$ cat config.mk
export PLATFORM = sky130hd
export DESIGN_NAME = iob_uart_fifo_core
export DESIGN_NICKNAME = d
export VERILOG_FILES = /design/src/rtl/iob_uart_fifo_pkg.sv /design/src/rtl/iob_uart_sync_fifo.sv /design/src/rtl/iob_uart_fifo_core.sv
export SDC_FILE = /design/constraint.sdc
export NUM_CORES = 1
export LEC_CHECK = 0
export BUFFER_PORTS_ARGS = -buffer_cell sky130_fd_sc_hd__buf_4
export CAP_MARGIN = 40
export CORE_ASPECT_RATIO = 0.5
export CORE_MARGIN = 5
export CORE_UTILIZATION = 42
export DETAILED_ROUTE_END_ITERATION = 10
export GPL_TIMING_DRIVEN = 0
export MAX_ROUTING_LAYER = met4
export PLACE_DENSITY_LB_ADDON = 0.08
export SYNTH_ARGS = -nofsm -noshare
export SYNTH_HDL_FRONTEND = slang
export SYNTH_SLANG_ARGS = --single-unit
$ cat constraint.sdc
create_clock -name clk_i -period 3.5 [get_ports clk_i]
set_input_delay 0.7 -clock clk_i [delete_from_list [all_inputs] [get_ports clk_i]]
set_output_delay 0.7 -clock clk_i [all_outputs]
set_load 0.05 [all_outputs]
$ cat src/rtl/iob_uart_fifo_pkg.sv
// Shared encodings for the buffered UART core: parity modes, engine states, limits.
package iob_uart_fifo_pkg;

    localparam int MIN_DIV   = 4;
    localparam int MIN_DBITS = 5;

    typedef enum logic [1:0] {
        PAR_NONE     = 2'd0,
        PAR_EVEN     = 2'd1,
        PAR_ODD      = 2'd2,
        PAR_NONE_ALT = 2'd3
    } parity_e;

    typedef enum logic [2:0] {
        TX_IDLE,
        TX_START,
        TX_DATA,
        TX_PARITY,
        TX_STOP1,
        TX_STOP2
    } tx_state_e;

    typedef enum logic [2:0] {
        RX_IDLE,
        RX_START,
        RX_DATA,
        RX_PARITY,
        RX_STOP
    } rx_state_e;

    function automatic logic par_on(input logic [1:0] p);
        return (p == PAR_EVEN) || (p == PAR_ODD);
    endfunction

endpackage

$ cat src/rtl/iob_uart_sync_fifo.sv
// Show-ahead synchronous FIFO with occupancy output; head word reads as zero when empty.
module iob_uart_sync_fifo #(
    parameter int DATA_W = 8,
    parameter int ADDR_W = 4
) (
    input  logic              clk_i,
    input  logic              rst_n_i,
    input  logic              cke_i,
    input  logic              push_i,
    input  logic [DATA_W-1:0] data_i,
    input  logic              pop_i,
    output logic [DATA_W-1:0] data_o,
    output logic              full_o,
    output logic              empty_o,
    output logic [ADDR_W:0]   level_o
);

    localparam int DEPTH = 1 << ADDR_W;
    localparam logic [ADDR_W-1:0] PTR_ONE = ADDR_W'(1);
    localparam logic [ADDR_W:0]   LVL_ONE = (ADDR_W+1)'(1);

    logic [DATA_W-1:0] mem_q [DEPTH];
    logic [ADDR_W-1:0] wptr_q, wptr_d, rptr_q, rptr_d;
    logic [ADDR_W:0]   level_q, level_d;
    logic              do_push, do_pop;

    // Level never exceeds DEPTH, so its MSB alone marks full.
    assign full_o  = level_q[ADDR_W];
    assign empty_o = (level_q == '0);
    assign level_o = level_q;
    assign data_o  = empty_o ? '0 : mem_q[rptr_q];

    assign do_push = push_i & ~full_o;
    assign do_pop  = pop_i & ~empty_o;

    always_comb begin
        wptr_d  = wptr_q;
        rptr_d  = rptr_q;
        level_d = level_q;
        if (do_push) wptr_d = wptr_q + PTR_ONE;
        if (do_pop)  rptr_d = rptr_q + PTR_ONE;
        if (do_push && !do_pop)      level_d = level_q + LVL_ONE;
        else if (!do_push && do_pop) level_d = level_q - LVL_ONE;
    end

    always_ff @(posedge clk_i) begin
        if (!rst_n_i) begin
            wptr_q  <= '0;
            rptr_q  <= '0;
            level_q <= '0;
        end else if (cke_i) begin
            wptr_q  <= wptr_d;
            rptr_q  <= rptr_d;
            level_q <= level_d;
        end
    end

    always_ff @(posedge clk_i) begin
        if (cke_i && do_push) mem_q[wptr_q] <= data_i;
    end

endmodule

$ cat src/rtl/iob_uart_fifo_core.sv
// UART datapath: FIFO-buffered TX/RX engines with runtime frame format, sticky errors and RTS/CTS.
module iob_uart_fifo_core
    import iob_uart_fifo_pkg::*;
#(
    parameter int DATA_W      = 8,
    parameter int DIV_W       = 16,
    parameter int FIFO_ADDR_W = 4
) (
    input  logic                   clk_i,
    input  logic                   rst_n_i,
    input  logic                   cke_i,
    input  logic [DIV_W-1:0]       div_i,
    input  logic [3:0]             dbits_i,
    input  logic [1:0]             parity_i,
    input  logic                   stop2_i,
    input  logic                   txen_i,
    input  logic                   rxen_i,
    input  logic [DATA_W-1:0]      tx_data_i,
    input  logic                   tx_valid_i,
    output logic                   tx_ready_o,
    output logic [DATA_W-1:0]      rx_data_o,
    output logic                   rx_valid_o,
    input  logic                   rx_ready_i,
    output logic [FIFO_ADDR_W:0]   tx_level_o,
    output logic [FIFO_ADDR_W:0]   rx_level_o,
    output logic [2:0]             err_o,
    input  logic                   err_clr_i,
    output logic                   rs232_txd_o,
    input  logic                   rs232_rxd_i,
    output logic                   rs232_rts_o,
    input  logic                   rs232_cts_i
);

    localparam logic [DIV_W-1:0]     DIV_ONE = DIV_W'(1);
    localparam logic [FIFO_ADDR_W:0] LVL_ONE = (FIFO_ADDR_W+1)'(1);
    localparam logic [FIFO_ADDR_W:0] RTS_MAX = (FIFO_ADDR_W+1)'((1 << FIFO_ADDR_W) - 2);

    function automatic logic [DIV_W-1:0] sat_div(input logic [DIV_W-1:0] d);
        return (d < DIV_W'(MIN_DIV)) ? DIV_W'(MIN_DIV) : d;
    endfunction

    function automatic logic [3:0] sat_dbits(input logic [3:0] d);
        if (d < 4'(MIN_DBITS)) return 4'(MIN_DBITS);
        if (d > 4'(DATA_W))    return 4'(DATA_W);
        return d;
    endfunction

    function automatic logic [DATA_W-1:0] dmask(input logic [3:0] n);
        logic [DATA_W-1:0] m;
        m = '0;
        for (int i = 0; i < DATA_W; i++) if (4'(i) < n) m[i] = 1'b1;
        return m;
    endfunction

    function automatic logic par_bit(input logic [DATA_W-1:0] d, input logic [1:0] p);
        return (p == PAR_ODD) ? ~(^d) : (^d);
    endfunction

    logic [DIV_W-1:0]  div_sat;
    logic [3:0]        dbits_sat;
    assign div_sat   = sat_div(div_i);
    assign dbits_sat = sat_dbits(dbits_i);

    logic [DATA_W-1:0] tx_fifo_data;
    logic              tx_full, tx_empty, tx_pop;
    logic              rx_full, rx_empty, rx_push;

    iob_uart_sync_fifo #(.DATA_W(DATA_W), .ADDR_W(FIFO_ADDR_W)) u_tx_fifo (
        .clk_i(clk_i), .rst_n_i(rst_n_i), .cke_i(cke_i),
        .push_i(tx_valid_i), .data_i(tx_data_i), .pop_i(tx_pop),
        .data_o(tx_fifo_data), .full_o(tx_full), .empty_o(tx_empty), .level_o(tx_level_o)
    );

    logic [DATA_W-1:0] rx_sh_q, rx_sh_d;

    iob_uart_sync_fifo #(.DATA_W(DATA_W), .ADDR_W(FIFO_ADDR_W)) u_rx_fifo (
        .clk_i(clk_i), .rst_n_i(rst_n_i), .cke_i(cke_i),
        .push_i(rx_push), .data_i(rx_sh_q), .pop_i(rx_ready_i),
        .data_o(rx_data_o), .full_o(rx_full), .empty_o(rx_empty), .level_o(rx_level_o)
    );

    assign tx_ready_o = ~tx_full;
    assign rx_valid_o = ~rx_empty;

    tx_state_e         tx_st_q, tx_st_d;
    logic [DIV_W-1:0]  tx_cnt_q, tx_cnt_d, tx_div_q, tx_div_d;
    logic [3:0]        tx_idx_q, tx_idx_d, tx_nb_q, tx_nb_d;
    logic [1:0]        tx_par_q, tx_par_d;
    logic              tx_stop2_q, tx_stop2_d, tx_pbit_q, tx_pbit_d;
    logic [DATA_W-1:0] tx_sh_q, tx_sh_d;
    logic              txd_q, txd_d;

    // Frame format is captured when a word is popped; later config changes wait for the next frame.
    always_comb begin
        tx_st_d    = tx_st_q;
        tx_cnt_d   = tx_cnt_q;
        tx_div_d   = tx_div_q;
        tx_idx_d   = tx_idx_q;
        tx_nb_d    = tx_nb_q;
        tx_par_d   = tx_par_q;
        tx_stop2_d = tx_stop2_q;
        tx_pbit_d  = tx_pbit_q;
        tx_sh_d    = tx_sh_q;
        txd_d      = txd_q;
        tx_pop     = 1'b0;
        if (tx_st_q == TX_IDLE) begin
            txd_d = 1'b1;
            if (txen_i && rs232_cts_i && !tx_empty) begin
                tx_pop     = 1'b1;
                tx_st_d    = TX_START;
                tx_div_d   = div_sat;
                tx_cnt_d   = div_sat - DIV_ONE;
                tx_nb_d    = dbits_sat;
                tx_par_d   = parity_i;
                tx_stop2_d = stop2_i;
                tx_sh_d    = tx_fifo_data & dmask(dbits_sat);
                tx_pbit_d  = par_bit(tx_fifo_data & dmask(dbits_sat), parity_i);
                tx_idx_d   = '0;
                txd_d      = 1'b0;
            end
        end else if (tx_cnt_q != '0) begin
            tx_cnt_d = tx_cnt_q - DIV_ONE;
        end else begin
            tx_cnt_d = tx_div_q - DIV_ONE;
            case (tx_st_q)
                TX_START: begin
                    tx_st_d = TX_DATA;
                    txd_d   = tx_sh_q[0];
                end
                TX_DATA: begin
                    if (tx_idx_q == tx_nb_q - 4'd1) begin
                        if (par_on(tx_par_q)) begin
                            tx_st_d = TX_PARITY;
                            txd_d   = tx_pbit_q;
                        end else begin
                            tx_st_d = TX_STOP1;
                            txd_d   = 1'b1;
                        end
                    end else begin
                        tx_idx_d = tx_idx_q + 4'd1;
                        tx_sh_d  = tx_sh_q >> 1;
                        txd_d    = tx_sh_q[1];
                    end
                end
                TX_PARITY: begin
                    tx_st_d = TX_STOP1;
                    txd_d   = 1'b1;
                end
                TX_STOP1: begin
                    tx_st_d = tx_stop2_q ? TX_STOP2 : TX_IDLE;
                    txd_d   = 1'b1;
                end
                default: begin
                    tx_st_d = TX_IDLE;
                    txd_d   = 1'b1;
                end
            endcase
        end
    end

    always_ff @(posedge clk_i) begin
        if (!rst_n_i) begin
            tx_st_q  <= TX_IDLE;
            tx_cnt_q <= '0;
            tx_idx_q <= '0;
            txd_q    <= 1'b1;
        end else if (cke_i) begin
            tx_st_q  <= tx_st_d;
            tx_cnt_q <= tx_cnt_d;
            tx_idx_q <= tx_idx_d;
            txd_q    <= txd_d;
        end
    end

    always_ff @(posedge clk_i) begin
        if (cke_i) begin
            tx_div_q   <= tx_div_d;
            tx_nb_q    <= tx_nb_d;
            tx_par_q   <= tx_par_d;
            tx_stop2_q <= tx_stop2_d;
            tx_pbit_q  <= tx_pbit_d;
            tx_sh_q    <= tx_sh_d;
        end
    end

    assign rs232_txd_o = txd_q;

    rx_state_e         rx_st_q, rx_st_d;
    logic [DIV_W-1:0]  rx_cnt_q, rx_cnt_d, rx_div_q, rx_div_d;
    logic [3:0]        rx_idx_q, rx_idx_d, rx_nb_q, rx_nb_d;
    logic [1:0]        rx_par_q, rx_par_d;
    logic              rx_perr_q, rx_perr_d;
    logic              rx_s1_q, rx_s2_q, rx_s3_q;
    logic              set_frame, set_par;

    // rx_s3_q is the previous synchronised sample, used only to spot the start-bit falling edge.
    always_comb begin
        rx_st_d   = rx_st_q;
        rx_cnt_d  = rx_cnt_q;
        rx_div_d  = rx_div_q;
        rx_idx_d  = rx_idx_q;
        rx_nb_d   = rx_nb_q;
        rx_par_d  = rx_par_q;
        rx_perr_d = rx_perr_q;
        rx_sh_d   = rx_sh_q;
        rx_push   = 1'b0;
        set_frame = 1'b0;
        set_par   = 1'b0;
        if (!rxen_i) begin
            rx_st_d = RX_IDLE;
        end else if (rx_st_q == RX_IDLE) begin
            if (rx_s3_q && !rx_s2_q) begin
                rx_st_d   = RX_START;
                rx_div_d  = div_sat;
                rx_cnt_d  = (div_sat >> 1) - DIV_ONE;
                rx_nb_d   = dbits_sat;
                rx_par_d  = parity_i;
                rx_perr_d = 1'b0;
                rx_sh_d   = '0;
                rx_idx_d  = '0;
            end
        end else if (rx_cnt_q != '0) begin
            rx_cnt_d = rx_cnt_q - DIV_ONE;
        end else begin
            rx_cnt_d = rx_div_q - DIV_ONE;
            case (rx_st_q)
                RX_START: rx_st_d = rx_s2_q ? RX_IDLE : RX_DATA;
                RX_DATA: begin
                    rx_sh_d = rx_sh_q | (DATA_W'(rx_s2_q) << rx_idx_q);
                    if (rx_idx_q == rx_nb_q - 4'd1)
                        rx_st_d = par_on(rx_par_q) ? RX_PARITY : RX_STOP;
                    else
                        rx_idx_d = rx_idx_q + 4'd1;
                end
                RX_PARITY: begin
                    rx_perr_d = (rx_s2_q != par_bit(rx_sh_q, rx_par_q));
                    rx_st_d   = RX_STOP;
                end
                default: begin
                    rx_push   = 1'b1;
                    set_frame = ~rx_s2_q;
                    set_par   = rx_perr_q;
                    rx_st_d   = RX_IDLE;
                end
            endcase
        end
    end

    always_ff @(posedge clk_i) begin
        if (!rst_n_i) begin
            rx_st_q   <= RX_IDLE;
            rx_cnt_q  <= '0;
            rx_idx_q  <= '0;
            rx_perr_q <= 1'b0;
            rx_s1_q   <= 1'b1;
            rx_s2_q   <= 1'b1;
            rx_s3_q   <= 1'b1;
        end else if (cke_i) begin
            rx_st_q   <= rx_st_d;
            rx_cnt_q  <= rx_cnt_d;
            rx_idx_q  <= rx_idx_d;
            rx_perr_q <= rx_perr_d;
            rx_s1_q   <= rs232_rxd_i;
            rx_s2_q   <= rx_s1_q;
            rx_s3_q   <= rx_s2_q;
        end
    end

    always_ff @(posedge clk_i) begin
        if (cke_i) begin
            rx_div_q <= rx_div_d;
            rx_nb_q  <= rx_nb_d;
            rx_par_q <= rx_par_d;
            rx_sh_q  <= rx_sh_d;
        end
    end

    logic [2:0]             err_q, err_d;
    logic                   rx_push_ok, rx_pop_ok, rts_q, rts_d;
    logic [FIFO_ADDR_W:0]   rx_lvl_nxt;

    assign rx_push_ok = rx_push & ~rx_full;
    assign rx_pop_ok  = rx_ready_i & ~rx_empty;

    // RTS tracks the level the RX FIFO will hold after this edge, so it drops together with the level.
    always_comb begin
        rx_lvl_nxt = rx_level_o;
        if (rx_push_ok && !rx_pop_ok)      rx_lvl_nxt = rx_level_o + LVL_ONE;
        else if (!rx_push_ok && rx_pop_ok) rx_lvl_nxt = rx_level_o - LVL_ONE;
        rts_d = rxen_i & (rx_lvl_nxt <= RTS_MAX);
        err_d = (err_clr_i ? 3'b000 : err_q) | {rx_push & rx_full, set_frame, set_par};
    end

    always_ff @(posedge clk_i) begin
        if (!rst_n_i) begin
            err_q <= '0;
            rts_q <= 1'b0;
        end else if (cke_i) begin
            err_q <= err_d;
            rts_q <= rts_d;
        end
    end

    assign err_o       = err_q;
    assign rs232_rts_o = rts_q;

endmodule
==> results.py, run 1 <==
metrics = {
    "layout": {
        "syn_to_final_growth_pct": 16.1,
        "final_cells": 1980,
        "drive_gt1_share_pct": 19.9,
        "n_fill_cell": 3625,
        "layout.nets": 1466,
        "diodes": 0,
    },
    "synth": {
        "synth_area_sq_um": 17600,
        "synthSimpleGateAreaFrac_pct": 9.74,
        "avgSynthCellArea_sq_um": 13.9,
        "synth_xor_area_share_pct": 3.90,
        "synth_cell_types": 75,
        "synth.area.top_cells": "edfxtp_1 (54%), dfxtp_1 (10%), mux4_2 (8.3%)",
        "synth_largest_area_cell": "edfxtp_1",
        "yosysSeqAreaShare_pct": 64.2,
        "yosys_register_bits": 407,
        "synth_nets": 1336,
        "synthCells": 1270,
        "synthArstFlopShare_pct": 0,
        "synth_edf_count": 318,
        "yosys.area.top_type_share_pct": 54.1,
        "synth_mux_area_share_pct": 10.7,
        "yosys_most_used_dff": "edfxtp_1",
        "synth_compound_area_share_pct": 7.09,
        "synth_top_family_by_area": "multiplexers",
        "ys_warn_count": 0,
        "synth-adder-area-share_pct": 1.82,
    },
    "timing": {
        "setup_viol": 0,
        "rsz0062_at_grt": "no",
        "hold_viol": 0,
        "finalMaxSlewViolations": 0,
        "slew_headroom_pct": 38.8,
        "holdWs_ns": 0.343,
        "post-route-period-util_pct": 96.2,
        "maxClockFrequency_ghz": 0.297,
        "tightest_slew_ns": 0.909,
        "skew_ns": 0.0133,
        "finalCriticalPeriod_ns": 3.37,
    },
    "drt": {
        "first_pass_iters": 5,
        "vias_per_cell": 5.39,
        "wl_per_cell_um": 20.9,
        "routed-via-count": 10700,
        "detail-route-antenna-nets": 0,
        "routed_wl_mm": 41.4,
        "drt-initial-drc-count": 596,
        "drc_errors": 0,
    },
    "floorplanning": {
        "initial_utilization_pct": 42.2,
        "die_h_um": 155,
        "die_x_um": 300,
        "pin_count": 66,
        "dieArea_sq_um": 46500,
        "core_area_sq_um": 41800,
        "placementRows": 53,
    },
    "clock_tree": {
        "cts_num_sinks": 407,
        "cts_buffer_depth": 3,
        "cts_root_buf": "clkbuf_16",
        "insertion_delay_ns": 0.53,
        "h-tree-depth": 2,
        "tritoncts": "yes",
        "clk_pin_slew_ns": 0.06,
        "cts_buffers": 39,
    },
    "global_routing": {
        "antenna_found_initial": 0,
        "track_usage_pct": 18.5,
        "grt_max_degree": 30,
        "grt-ovfl-total": 0,
        "first_global_vias": 10800,
        "grt_pass1_wl_mm": 64.4,
    },
    "critical_path": {
        "cp.required_ns": 2.80,
        "worstSetupPathType": "reg2out",
        "crit_fanout": 6,
        "cp.arrival_ns": 2.67,
        "critPathLaunchType": "register",
        "crit_path_end_kind": "output pin",
    },
    "place": {
        "hpwlAfterDp_mm": 29.4,
        "dpl.cell_count": 1913,
        "gp_congestion": 0.847,
        "portBuffers": 64,
    },
    "power": {
        "power_mw": 12.7,
        "leakagePower_nw": 6.74,
        "ir_worst_vdd_mv": 0.347,
        "power_per_cell_area_nw_per_um2": 620,
    },
    "status": {
        "outcome": "completed",
    },
    "flow_run": {
        "maxCapViolCount": 0,
    },
    "worst_hold_path": {
        "min_path_type": "in2reg",
    },
}
-- flip-flops by register name (all words and copies together) (netlist names), 3 cells and up, named ones only --
name,count
u_tx_fifo.level_o,5
u_tx_fifo.wptr_q,4
tx_idx_q,4
tx_cnt_q,16
u_tx_fifo.rptr_q,4
rx_idx_q,4
err_o,3
rx_st_q,3
tx_div_q,16
tx_nb_q,4
tx_st_q,3
rx_sh_q,8
u_tx_fifo.mem_q,128
u_rx_fifo.rptr_q,4
u_rx_fifo.level_o,5
u_rx_fifo.wptr_q,4
rx_nb_q,4
tx_sh_q,8
rx_cnt_q,16
rx_div_q,16
u_rx_fifo.mem_q,128
-- placed cells by master (no fill, tap or decap), drive strengths merged, types with 4 or more instances in the layout --
| cell type | count |
|---|---|
| inv | 19 |
| o21ai | 46 |
| a311oi | 5 |
| nand2b | 17 |
| buf | 121 |
| mux2 | 4 |
| nor2 | 141 |
| nand3b | 4 |
| and3 | 6 |
| a22oi | 10 |
| or2 | 4 |
| mux2i | 37 |
| a211o | 4 |
| xor2 | 18 |
| and2 | 19 |
| or3 | 6 |
| mux4 | 65 |
| clkinv | 9 |
| nand2 | 58 |
| ha | 24 |
| a22o | 7 |
| nor3 | 32 |
| nand3 | 11 |
| dfxtp | 89 |
| xnor2 | 58 |
| nor3b | 4 |
| a31oi | 13 |
| clkbuf | 113 |
| nor2b | 12 |
| a211oi | 13 |
| edfxtp | 318 |
| nor4 | 14 |
| nand4 | 10 |
| a21oi | 67 |
-- layer usage --
metal	global-route usage, %	wire length (um)	vias to the layer above
met3	2.98	1420	63
met5	-	0	-
met1	23.9	18700	5388
met2	31.2	20400	191
li1	-	-	5040
met4	4.11	897	0
-- critical path: stages (launching register included) --
cell	delay, ns
dfxtp_4	0.39
buf_4	0.19
buf_6	0.17
mux4_2	0.56
mux4_2	0.48
and2_1	0.17
buf_4	0.18
-- cell type report --
class	count	area (sq um)	area share [%]
plain buffers	83	395	1.93
clock buffers	57	1140	5.56
clock inverters	14	151	0.739
inverters	19	71.3	0.348
multi-input cells	756	5940	29.0
flip-flops and latches	407	11300	55.3
well taps	550	688	3.36
repair buffers	94	759	3.71
-- cells in the mapped netlist, types with 18 or more instances --
cell      instances
a21oi_1          66
clkbuf_1         57
dfxtp_1          89
edfxtp_1        318
ha_1             24
inv_1            18
mux2i_1          37
mux4_2           65
nand2_1          58
nor2_1          141
nor3_1           32
o21ai_0          44
xnor2_1          58
xor2_1           18
-- cell families (layout without fill, tap and decap cells) --
family,count (synthesis),after routing
flip-flops,407,407
buffers and inverters,107,267
XOR/XNOR,77,77
AO/OA/AOI/OAI,196,196
AND/OR/NAND/NOR,352,352
adder cells (fa/ha/maj),25,25
multiplexers,106,106
-- timing repair --
item                                    4_1_cts  5_1_grt
endpoints found under the setup margin       18       88
buffers inserted                              0        0
hold buffers                                  0        0
endpoints found under the hold margin         0        0
gates resized for setup                      12       24
-- power by group --
| part | total, mW | leakage [nW] | internal (mW) | switching [mW] |
|---|---|---|---|---|
| combinational | 2.79 | 2.52 | 1.12 | 1.67 |
| sequential | 5.61 | 3.59 | 5.44 | 0.172 |
| clock | 4.30 | 0.626 | 2.49 | 1.80 |
-- worst paths after layout --
path	from	to	slack [ns]	cells after the start
worst max-delay path	register	rx_data_o[6]	0.13	6
worst min-delay path	stop2_i	tx_stop2_q	0.34	1
worst max register to register	rx_cnt_q[15]	u_rx_fifo.mem_q[3][3]	0.15	8
worst min register to register	rx_s1_q	rx_s1_q	0.48	2
-- through the flow --
step	cell area (sq um)	setup WS [ns]	utilization, %	TNS [ns]
2_1_floorplan	17600	0.207	-	0
3_3_place_gp	18800	-0.580	45.0	-33.51
3_5_place_dp	19100	-0.342	45.8	-3.12
4_1_cts	20400	0.00918	48.9	0
5_1_grt	20500	0.00625	49.0	0
6_report	20500	0.133	49.0	0
(Power assumes the default switching activity.)
==> run 2, diff against run 1 <==
--- a/config.mk
+++ b/config.mk
@@ -12,8 +12,8 @@
 export CORE_UTILIZATION = 42
 export DETAILED_ROUTE_END_ITERATION = 10
 export GPL_TIMING_DRIVEN = 0
-export MAX_ROUTING_LAYER = met4
 export PLACE_DENSITY_LB_ADDON = 0.08
+export SETUP_SLACK_MARGIN = 0.2
 export SYNTH_ARGS = -nofsm -noshare
 export SYNTH_HDL_FRONTEND = slang
 export SYNTH_SLANG_ARGS = --single-unit
==> run 2 against run 1 <==
Effect of this change:
- utilization grew 0.59 points
- flip-flop and latch count is the same
- wire length up 0.66%
- global-route usage shrank 0.46 points
- die area unchanged
- critical path type unchanged
- largest power group unchanged
==> results.py, run 2 (same netlist as run 1, synthesis figures left out) <==
metrics = {
    "clock_tree": {
        "insertion_delay_ns": 0.54,
        "tritoncts": "yes",
        "cts_root_buf": "clkbuf_16",
        "cts_buffer_depth": 3,
        "cts_buffers": 39,
        "cts_hold_buffers": 0,
        "clk_pin_slew_ns": 0.06,
        "cts_num_sinks": 407,
        "h-tree-depth": 2,
    },
    "floorplanning": {
        "die_x_um": 300,
        "core_area_sq_um": 41800,
        "pin_count": 66,
        "placementRows": 53,
        "dieArea_sq_um": 46500,
        "die_h_um": 155,
        "initial_utilization_pct": 42.2,
    },
    "layout": {
        "diodes": 0,
        "reg_top3": "u_rx_fifo.mem_q (128), u_tx_fifo.mem_q (128)",
        "drive_gt1_share_pct": 21.5,
        "syn_to_final_growth_pct": 17.5,
        "layout.nets": 1475,
        "final_cells": 1989,
        "finalInstanceArea_sq_um": 20700,
        "layout_commonest_cell": "edfxtp_1",
        "n_fill_cell": 3610,
        "layout_common_cells": "edfxtp_1 (318), nor2_1 (132), dfxtp_1 (88)",
    },
    "power": {
        "p_switching_mw": 3.69,
        "ir_worst_vdd_mv": 0.348,
        "power_per_cell_area_nw_per_um2": 620,
        "p_comb_share_pct": 22.9,
        "swShare_pct": 28.7,
        "p_int_mw": 9.16,
        "clkPwrFrac_pct": 33.4,
        "leakagePower_nw": 6.85,
        "pwr-share-seq_pct": 43.6,
    },
    "timing": {
        "slew_headroom_pct": 39.1,
        "post-route-period-util_pct": 93.2,
        "finalMaxSlewViolations": 0,
        "holdWs_ns": 0.339,
        "setup_ws_ns": 0.239,
        "finalCriticalPeriod_ns": 3.26,
        "setup_viol": 0,
        "rsz0062_at_grt": "yes",
        "tightest_slew_ns": 0.905,
        "skew_ns": 0.0138,
        "maxClockFrequency_ghz": 0.307,
        "hold_viol": 0,
    },
    "global_routing": {
        "grt_max_degree": 30,
        "first_global_vias": 10900,
        "grt-ovfl-total": 0,
        "antenna_found_initial": 0,
        "grt_pass1_wl_mm": 64.7,
        "track_usage_pct": 18.0,
    },
    "place": {
        "dpl.cell_count": 1913,
        "post_dp_cell_area_sq_um": 19100,
        "gp_congestion": 0.833,
        "dp_slack_ns": -0.342,
        "portBuffers": 64,
        "hpwlAfterDp_mm": 29.4,
    },
    "critical_path": {
        "critPathLaunchType": "register",
        "worstSetupPathType": "reg2out",
        "crit_fanout": 7,
        "crit_path_end_kind": "output pin",
        "cp.required_ns": 2.80,
        "cp.arrival_ns": 2.56,
    },
    "drt": {
        "routed-via-count": 10800,
        "detail-route-antenna-nets": 0,
        "first_pass_iters": 5,
        "wl_per_cell_um": 21.0,
        "drt-initial-drc-count": 487,
        "drc_errors": 0,
        "routed_wl_mm": 41.7,
        "vias_per_cell": 5.41,
    },
    "worst_hold_path": {
        "min_path_type": "in2reg",
    },
    "status": {
        "outcome": "completed",
    },
    "flow_run": {
        "maxCapViolCount": 0,
    },
}
[run 2: path summary, 6_finish.rpt]
| path | startpoint | to | slack, ns | cells after the start |
|---|---|---|---|---|
| max | register | rx_data_o[5] | 0.24 | 7 |
| min | stop2_i | tx_stop2_q | 0.34 | 1 |
| min reg2reg | rx_s1_q | rx_s1_q | 0.48 | 2 |
| max reg2reg | rx_cnt_q[0] | u_rx_fifo.mem_q[11][2] | 0.33 | 8 |
[run 2: repair_timing]
item                                    4_1_cts  5_1_grt
gates cloned                                  0        0
gates resized for setup                      56       36
buffers inserted                              3        2
pin swaps                                     0        2
endpoints found under the setup margin      102      142
[run 2: worst max-delay path, cell delays in order, from the launching register on]
cell	delay, ns
dfxtp_2	0.33
buf_8	0.12
buf_6	0.11
buf_12	0.13
mux4_2	0.53
mux4_2	0.50
and2_4	0.18
buf_8	0.14
[run 2: cell type report]
cell class / count / area [sq um] / share of cell area [%]
sequential: 407 / 11300 / 54.7
multi-input combinational: 756 / 5990 / 28.9
clock buffer: 57 / 1140 / 5.49
timing repair buffer: 99 / 876 / 4.23
tap: 550 / 688 / 3.32
buffer: 87 / 474 / 2.29
clock inverter: 14 / 151 / 0.730
inverter: 19 / 71.3 / 0.344
[run 2: through the flow]
stage,utilization (%),setup TNS [ns],power [mW]
6_report,49.6,0,12.8
5_1_grt,49.6,0,13.4
4_1_cts,49.3,0,12.9
3_5_place_dp,45.8,-3.12,8.48
3_3_place_gp,45.0,-33.51,8.40
2_1_floorplan,-,0,7.69
[run 2: layer usage]
metal  wire, um  share of wire [%]  vias to the layer above  track usage (%)
met2      20500                 49                      218             31.3
met5          0                  0                        -                0
met1      18600                 45                     5398             23.9
met4       1030                2.5                        0             4.46
li1           -                  -                     5067                -
met3       1590                3.8                       71             2.98
[run 2: power by group through the flow]
stage | registers (mW) | clock network [mW] | logic [mW]
final | 5.61 | 4.29 | 2.95
after global routing | 5.63 | 4.63 | 3.19
after CTS | 5.60 | 4.40 | 2.89
after detailed placement | 5.70 | 0 | 2.78
after global placement | 5.70 | 0 | 2.70
after floorplan | 5.75 | 0 | 1.94
==> run 3, diff against run 2 <==
--- a/config.mk
+++ b/config.mk
@@ -8,11 +8,12 @@
 export BUFFER_PORTS_ARGS = -buffer_cell sky130_fd_sc_hd__buf_4
 export CAP_MARGIN = 40
 export CORE_ASPECT_RATIO = 0.5
-export CORE_MARGIN = 5
+export CORE_MARGIN = 2
 export CORE_UTILIZATION = 42
 export DETAILED_ROUTE_END_ITERATION = 10
 export GPL_TIMING_DRIVEN = 0
 export PLACE_DENSITY_LB_ADDON = 0.08
+export RECOVER_POWER = 50
 export SETUP_SLACK_MARGIN = 0.2
 export SYNTH_ARGS = -nofsm -noshare
 export SYNTH_HDL_FRONTEND = slang
==> run 3 against run 2 <==
Effect of this change:
- sequential power is essentially flat
- cell area fell by 0.94%
- register-to-register slack barely moved
- critical path depth unchanged
- clock-buffer cell count shrank 8
- first-iteration DRC count up 14%
- utilization fell by 0.39 points
- fmax decreased by 1.4%
- worst setup slack got worse by 0.045 ns
- critical path type unchanged
- largest cell class unchanged
==> results.py, run 3 (same netlist as run 1, synthesis figures left out) <==
metrics = {
    "floorplanning": {
        "pin_count": 66,
        "placementRows": 53,
        "dieArea_sq_um": 43800,
        "core_area_sq_um": 41700,
        "initial_utilization_pct": 42.3,
        "die_x_um": 294,
        "die_h_um": 149,
    },
    "power": {
        "p_int_mw": 9.19,
        "p_switching_mw": 3.72,
        "swShare_pct": 28.8,
        "pwr-share-seq_pct": 43.4,
        "leakagePower_nw": 6.66,
        "p_comb_share_pct": 22.3,
        "ir_worst_vdd_mv": 0.358,
        "power_per_cell_area_nw_per_um2": 629,
        "clkPwrFrac_pct": 34.2,
    },
    "clock_tree": {
        "cts_buffers": 39,
        "cts_num_sinks": 407,
        "cts_buffer_depth": 3,
        "insertion_delay_ns": 0.54,
        "clk_pin_slew_ns": 0.06,
        "tritoncts": "yes",
        "h-tree-depth": 2,
        "cts_root_buf": "clkbuf_16",
    },
    "worst_hold_path": {
        "min_to": "tx_stop2_q",
        "min_path_type": "in2reg",
        "hold_depth": 1,
        "min_from": "stop2_i",
    },
    "place": {
        "gp_congestion": 0.870,
        "dpl.cell_count": 1909,
        "post_dp_cell_area_sq_um": 19100,
        "portBuffers": 64,
        "hpwlAfterDp_mm": 28.9,
    },
    "timing": {
        "post-route-period-util_pct": 94.5,
        "tightest_slew_ns": 0.896,
        "hold_viol": 0,
        "maxClockFrequency_ghz": 0.302,
        "setup_viol": 0,
        "finalCriticalPeriod_ns": 3.31,
        "rsz0062_at_grt": "yes",
        "skew_ns": 0.0132,
        "slew_headroom_pct": 40.3,
        "setup_tns_ns": 0,
        "finalMaxSlewViolations": 0,
    },
    "global_routing": {
        "track_usage_pct": 19.3,
        "grt_pass1_wl_mm": 64.1,
        "antenna_found_initial": 0,
        "grt-ovfl-total": 0,
        "grt_max_degree": 30,
        "first_global_vias": 11100,
    },
    "critical_path": {
        "rrSetupSlack_ns": 0.33,
        "r2r-end": "rs232_rts_o",
        "max_stage_delay_ns": 0.55,
        "worstSetupPathType": "reg2out",
        "ff2ff_path_depth": 12,
        "path_cells": "buf_8 -> buf_6 -> buf_12 -> mux4_2 -> mux4_2 -> and2_4 -> buf_8",
        "cp.required_ns": 2.80,
        "worst-path-buf-inv": 4,
        "crit_path_end_kind": "output pin",
        "cp.arrival_ns": 2.61,
        "critPathTopFamily": "multiplexers",
        "critPathLaunchType": "register",
        "worst_path_max_delay_cell": "mux4_2",
        "crit_fanout": 5,
        "r2r_start": "u_rx_fifo.level_o[0]",
    },
    "drt": {
        "vias_per_cell": 5.41,
        "wl_per_cell_um": 20.9,
        "detail-route-antenna-nets": 0,
        "routed_wl_mm": 41.5,
        "first_pass_iters": 5,
        "drc_errors": 0,
        "drt-initial-drc-count": 553,
        "routed-via-count": 10800,
    },
    "layout": {
        "layout.nets": 1475,
        "reg_top3": "u_rx_fifo.mem_q (128), u_tx_fifo.mem_q (128)",
        "layout_commonest_cell": "edfxtp_1",
        "layout_common_cells": "edfxtp_1 (318), nor2_1 (128), clkbuf_1 (96)",
        "final_cells": 1988,
        "finalInstanceArea_sq_um": 20500,
        "syn_to_final_growth_pct": 16.3,
        "diodes": 0,
        "drive_gt1_share_pct": 18.3,
    },
    "flow_run": {
        "maxCapViolCount": 0,
    },
    "status": {
        "outcome": "completed",
    },
}
run 3: power by group through the flow:
stage | Sequential, mW | Combinational [mW] | Clock [mW]
after floorplan | 5.75 | 1.94 | 0
after global placement | 5.70 | 2.70 | 0
after detailed placement | 5.70 | 2.77 | 0
after CTS | 5.60 | 2.90 | 4.52
after global routing | 5.63 | 3.13 | 4.73
final | 5.61 | 2.88 | 4.42
run 3: metal layers:
layer / routed length (um) / vias up / GRT usage [%] / part of all wire, %
li1: - / 5069 / - / -
met1: 18500 / 5386 / 24.9 / 45
met2: 20100 / 207 / 33.0 / 48
met3: 1570 / 89 / 3.37 / 3.8
met4: 1350 / 0 / 6.76 / 3.3
met5: 0 / - / 0 / 0
run 3: layout make-up:
class / count / area [sq um]
Inverter: 19 / 71.3
Fill cell: 3638 / 21200
Multi-Input combinational cell: 756 / 5980
Timing Repair Buffer: 98 / 676
Sequential cell: 407 / 11300
Clock inverter: 21 / 229
Tap cell: 550 / 688
Buffer: 88 / 468
Clock buffer: 49 / 1090
run 3: worst register-to-register path, stage by stage (launching register included):
cell,delay [ns]
dfxtp_1,0.36
inv_1,0.16
ha_1,0.17
or4b_1,0.47
clkbuf_2,0.25
and2_1,0.21
clkbuf_1,0.19
nor4_4,0.32
nand4_1,0.15
o41ai_1,0.10
xnor2_1,0.18
o311ai_1,0.36
a21oi_1,0.11
run 3: stage by stage:
stage          power [mW]  utilization, %  setup WS (ns)  hold WS (ns)
6_report             12.9            49.2          0.194         0.364
5_1_grt              13.5            49.2         0.0564         0.338
4_1_cts              13.0            49.5          0.142         0.315
3_5_place_dp         8.47            45.8         -0.249         0.451
3_3_place_gp         8.39            45.1         -0.548         0.457
2_1_floorplan        7.69               -          0.207         0.433
run 3: how the worst max path moves through the flow:
stage	startpoint	to	slack, ns	depth (start not counted)
finish	register	rx_data_o[6]	0.19	7
global route	u_rx_fifo.level_o[0]	rs232_rts_o	0.06	12
CTS	register	rx_data_o[0]	0.14	7
detailed placement	register	tx_pbit_q	-0.25	10
global placement	rx_st_q[2]	rx_div_q[13]	-0.55	6
floorplan	u_rx_fifo.level_o[0]	rs232_rts_o	0.21	11
run 3: timing repair:
| action | CTS | global route |
|---|---|---|
| gates resized for setup | 64 | 28 |
| cloned | 2 | 0 |
| endpoints found under the hold margin | 0 | 0 |
| pin swaps | 0 | 1 |
| buffers inserted | 5 | 2 |
| hold buffers | 0 | 0 |
| endpoints found under the setup margin | 128 | 67 |
